## src/rtl/branch_compare_pipe.sv

```systemverilog
// Branch comparator with a result FIFO: compares read_data1 vs r15 and evaluates in_cond.
// Latency: accept in cycle N gives out_valid in cycle N+1 when the FIFO was empty.
// Backpressure: in_ready = FIFO not full (registered only); optional stats via BRANCH_STATS_EN.
module branch_compare_pipe #(
  parameter int WIDTH = 16,
  parameter int DEPTH = 2,
  parameter int CNT_W = 16
) (
  input  logic             clk,
  input  logic             rst,
  input  logic             in_valid,
  output logic             in_ready,
  input  logic             in_signed,
  input  logic [1:0]       in_cond,
  input  logic [WIDTH-1:0] read_data1,
  input  logic [WIDTH-1:0] r15,
  output logic             out_valid,
  input  logic             out_ready,
  output logic [1:0]       out_branch,
  output logic             out_taken
`ifdef BRANCH_STATS_EN
  ,
  input  logic             stats_clr,
  output logic [CNT_W-1:0] taken_cnt,
  output logic [CNT_W-1:0] not_taken_cnt
`endif
);

  localparam int PW = (DEPTH > 1) ? $clog2(DEPTH) : 1;
  localparam int CW = $clog2(DEPTH + 1);

  // Reject configurations the pointer arithmetic cannot support.
  if (WIDTH < 2 || DEPTH < 2 || (DEPTH & (DEPTH - 1)) != 0 || CNT_W < 1) begin : g_bad_param
    $error("branch_compare_pipe: illegal parameter set");
  end

  // Each entry is {branch[1:0], taken}.
  logic [2:0]    mem [DEPTH];
  logic [PW-1:0] wr_ptr;
  logic [PW-1:0] rd_ptr;
  logic [CW-1:0] count;
  logic [2:0]    last_pop;
  logic          push;
  logic          pop;
  logic          eq;
  logic          lt;
  logic [1:0]    rel;
  logic          tk;

  assign in_ready  = (count != CW'(DEPTH));
  assign out_valid = (count != '0);
  assign push      = in_valid & in_ready;
  assign pop       = out_valid & out_ready;

  // Relation and branch condition for the operand pair being presented.
  always_comb begin
    eq  = (read_data1 == r15);
    lt  = in_signed ? ($signed(read_data1) < $signed(r15)) : (read_data1 < r15);
    rel = eq ? 2'b00 : (lt ? 2'b01 : 2'b10);
    tk  = 1'b0;
    case (in_cond)
      2'b00:   tk = eq;
      2'b01:   tk = lt;
      2'b10:   tk = ~eq & ~lt;
      default: tk = ~eq;
    endcase
  end

  // FIFO storage, pointers and occupancy; push and pop may happen together.
  always_ff @(posedge clk) begin
    if (rst) begin
      wr_ptr <= '0;
      rd_ptr <= '0;
      count  <= '0;
      for (int i = 0; i < DEPTH; i++) mem[i] <= '0;
    end else begin
      if (push) begin
        mem[wr_ptr] <= {rel, tk};
        wr_ptr      <= wr_ptr + 1'b1;
      end
      if (pop) rd_ptr <= rd_ptr + 1'b1;
      if (push && !pop)      count <= count + 1'b1;
      else if (pop && !push) count <= count - 1'b1;
    end
  end

  // Remember the last popped result so outputs hold it while the FIFO is empty.
  always_ff @(posedge clk) begin
    if (rst)      last_pop <= '0;
    else if (pop) last_pop <= mem[rd_ptr];
  end

  // Head entry when valid, otherwise the last popped value.
  always_comb begin
    out_branch = last_pop[2:1];
    out_taken  = last_pop[0];
    if (out_valid) begin
      out_branch = mem[rd_ptr][2:1];
      out_taken  = mem[rd_ptr][0];
    end
  end

`ifdef BRANCH_STATS_EN
  // Saturating pop statistics; a clear overrides any same-cycle increment.
  always_ff @(posedge clk) begin
    if (rst || stats_clr) begin
      taken_cnt     <= '0;
      not_taken_cnt <= '0;
    end else if (pop) begin
      if (mem[rd_ptr][0]) begin
        if (taken_cnt != '1) taken_cnt <= taken_cnt + 1'b1;
      end else begin
        if (not_taken_cnt != '1) not_taken_cnt <= not_taken_cnt + 1'b1;
      end
    end
  end
`endif

endmodule

```

## config.mk

```make
export PLATFORM = sky130hd
export DESIGN_NAME = branch_compare_pipe
export DESIGN_NICKNAME = d
export VERILOG_FILES = /design/src/rtl/branch_compare_pipe.sv
export SDC_FILE = /design/constraint.sdc
export NUM_CORES = 1
export LEC_CHECK = 0
export ABC_AREA = 1
export CAP_MARGIN = 40
export CORE_MARGIN = 2
export CORE_UTILIZATION = 40
export DETAILED_ROUTE_END_ITERATION = 6
export PLACE_DENSITY = 0.88
export SLEW_MARGIN = 20
export SYNTH_ARGS = -nofsm -noshare
export SYNTH_HDL_FRONTEND = slang
export SYNTH_SLANG_ARGS = --single-unit
```

## constraint.sdc

```tcl
create_clock -name clk -period 1.7 [get_ports clk]
set_input_delay 0.34 -clock clk [delete_from_list [all_inputs] [get_ports clk]]
set_output_delay 0.34 -clock clk [all_outputs]
set_load 0.1 [all_outputs]
```

==> summary.md <==
| Metric | Value |
|---|---|
| Run status | `completed` |
| R2R Setup Slk | `roughly 0.24 ns` |
| FF/Latch Area | `343 um2` |
| Synth area leader | `ha_1` |
| Hold_ws | `about 0.47 ns` |
| CP Class | `in2reg` |
| R2r startpoint | `count[0]$_SDFFE_PP0P_` |
| Hold Path Depth | `1` |
| Root Buffer Master | `clkbuf_4` |
| GRT met1 Usage | `19.6%` |
| CP endpoint kind | `register` |
| DRC viols | `0` |
| Largest net degree at the start of global routing | `10` |
| Smallest setup slack after layout | `0.0553 ns` |
| Clk sinks | `14` |
| Initial DRC Count | `25` |
| Fraction of layout cells with a size suffix above 1 | `52.5%` |
| Fin crit share | `96.7%` |
| Layout area overhead | `79.3%` |
| Crit path time final | `1.64 ns` |
| Detailed placer's ending HPWL | `a little under 2000 um` |
| Setup TNS | `0 ns` |
| Max Slew Vio Count | `0` |
| Fmax achieved | `608 MHz` |
| Max H-tree Level | `1` |
| GR Layer Usage met3 | `2.90%` |
| Ys Warns | `0` |
| Die area | `3350 um2` |
| Busiest grt layer | `met2` |
| PwrDens | `1090 nW/um2` |
| Routed Antenna Nets | `0` |
| Worst Path Max Fanout | `2` |
| R2R depth | `9` |
| Top FF cell, synth | `dfxtp_1` |
| Syn avg cell area | `between 7 and 8 um2` |
| Top-area cell type share of the netlist area | `18.3%` |
| Area of the multi-input gates | `between 1000 and 1500 um2` |
| Worst-Margin Slew | `0.242 ns` |
| Post-synth top cells | `inv_1 (38), nand2_1 (38), ha_1 (17)` |
| Sequential area share after synthesis | `29.3%` |
| Met2 Track Usage GR | `~38%` |
| Worst min path class | `reg2reg` |
| Slew Limit Headroom | `83.4%` |
| Antenna Cells | `0` |
| RSZ-0062 raised after global routing | `yes` |
| Die Wd | `57.9 um` |
| Cell count after synthesis | `165` |
| Core box area | `2760 um2` |
| Clk_skew | `between 0.01 and 0.015 ns` |
| Final Power | `between 0.002 and 0.0025 W` |
| Hold EP | `rd_ptr$_SDFFE_PP0P_` |
| Detailed Route WL | `3350 um` |
| Final net count | `280` |
| Maximum resistive drop on vdd | `1560 uV` |
| CP Data Arrival Time | `1.79 ns` |
| Cts hold-fix bufs | `0` |
| Starting Density | `42.1%` |
| WP data required | `roughly 1.8 ns` |
| Final setup viols | `0` |
| Fin area | `2080 um2` |
| Max-Cap Viols | `0` |
| Net count after synthesis | `around 220` |
| Vias per cell | `about 5` |
| First-pass GRT wire length | `~5300 um` |
| Post-Syn Area | `~1200 um2` |
| Die height | `about 58 um` |
| Gp weighted congestion | `between 0.7 and 0.8` |
| Routed length per instance | `~13 um` |
| Num ports | `44` |
| Critical path launch point type | `input pin` |
| Cts bufs inserted | `3` |
| Clock transition at the registers of the reported paths | `roughly 0.10 ns` |
| Library cells used by synthesis | `19` |
| Worst Setup Slack post-DPL | `-0.569 ns` |
| Fill count | `183` |
| GRT Util Overall | `about a fifth` |
| Cell Area, Placed | `about 1800 um2` |
| Final hold violation count | `0` |
| Pre-Repair DR Iteration Count | `4` |
| CTS tree | `built` |
| Later-pin clock latency in the skew report | `0.29 ns` |
| CTS max path bufs | `2` |
| Fraction of registers with async set/reset | `0%` |
| Static Leak | `0.981 nW` |
| Hold_sp | `rd_ptr$_SDFFE_PP0P_` |
| EDFF count, synth | `6` |
| Top post-synthesis cells by area | `ha_1 (18%), edfxtp_1 (16%), dfxtp_1 (14%), inv_1 (12%), nand2_1 (12%)` |
| Worst r2r dst | `count[1]$_SDFFE_PP0P_` |
| Initial antenna violation count | `0` |
| Register bit count reported by yosys | `14` |
| # rows | `19` |
| Gr ovfl total | `0` |
| Vias in the first global route | `1339` |
| DR vias | `1271` |
| Buffers on Ports | `43` |
-- state kept, by name, summed over array words and instances (netlist names), named ones only --
signal	cells
count	2
last_pop	3
mem	6
rd_ptr	1
wr_ptr	1
-- through the flow --
| step | util [%] | cells |
|---|---|---|
| after floorplan | - | 165 |
| after global placement | 65.2 | 249 |
| after detailed placement | 65.2 | 249 |
| after CTS | 73.7 | 254 |
| after global routing | 75.5 | 254 |
| final | 75.5 | 254 |
-- kinds of logic after synthesis --
kind of cell	count (synthesis)	share of synthesized area (%)
buffers and inverters	39	12.6
flip-flops	14	29.3
adder cells (fa/ha/maj)	17	18.3
AO/OA/AOI/OAI	20	9.27
AND/OR/NAND/NOR	72	27.9
multiplexers	3	2.59
-- metal layers --
metal | part of all wire [%] | routed length, um
met5 | 0 | 0
met1 | 36 | 1200
met3 | 3.4 | 115
met4 | 5.8 | 195
met2 | 55 | 1840
-- layout by cell type (no fill, tap or decap), types with 2 or more instances in the layout --
cell type and n:
buf_4 8, dfxtp_1 6, inv_1 18, nand3_4 2, a211oi_1 3, mux2i_1 3
o21ai_2 3, clkbuf_2 16, nand3_2 4, nor2_4 6, o21ai_1 4, dlymetal6s2s_1 2
nand2_1 20, nand2_4 4, nor2_1 11, nand2_2 18, clkdlybuf4s15_1 9, a21oi_1 6
inv_2 20, buf_6 4, a21oi_2 3, edfxtp_1 6, ha_1 2, dlygate4sd2_1 4
buf_12 5, ha_4 14, nand3_1 4, clkdlybuf4s50_1 6, clkbuf_4 3, dfxtp_2 2
-- what timing repair did --
item / CTS / global route
setup endpoints to repair: 6 / 7
gates resized for setup: 73 / 76
buffers inserted: 1 / 0
pin swaps: 34 / 42
-- worst max-delay path by stage --
stage	from	to	slack [ns]	cells past startpoint
after floorplan	count[0]$_SDFFE_PP0P_	count[1]$_SDFFE_PP0P_	-0.23	8
after global placement	r15[15]	mem[0][0]$_SDFFCE_PN0P_	-0.54	13
after detailed placement	r15[11]	mem[0][0]$_SDFFCE_PN0P_	-0.57	13
after CTS	r15[10]	mem[1][0]$_SDFFCE_PN0P_	0.001	13
after global routing	r15[6]	mem[0][0]$_SDFFCE_PN0P_	-0.05	16
final	r15[6]	mem[0][0]$_SDFFCE_PN0P_	0.06	16
-- where the power goes --
part	total, W	switching (W)	internal (W)
sequential	0.000500	0.0000595	0.000441
combinational	0.00151	0.000928	0.000585
clock	0.000249	0.000118	0.000130
-- worst max-delay path: stages --
cell and delay, ns:
clkdlybuf4s15_1 0.16, inv_1 0.03, ha_1 0.26, nand2_1 0.06
inv_2 0.07, nand3_4 0.09, buf_6 0.14, nor2_4 0.12
nand3_2 0.08, nand2_2 0.08, inv_2 0.04, nand3_2 0.05
nand2_1 0.05, inv_1 0.06, nand2_2 0.05, nor2_1 0.10
-- final cells by class --
type	instances	share of cell area, %
timing repair buffer	54	23.8
multi-input combinational	112	48.9
sequential	14	16.5
tap	31	1.86
clock buffer	4	1.74
inverter	39	7.21
Note: power is estimated with default switching activity, not from simulation.
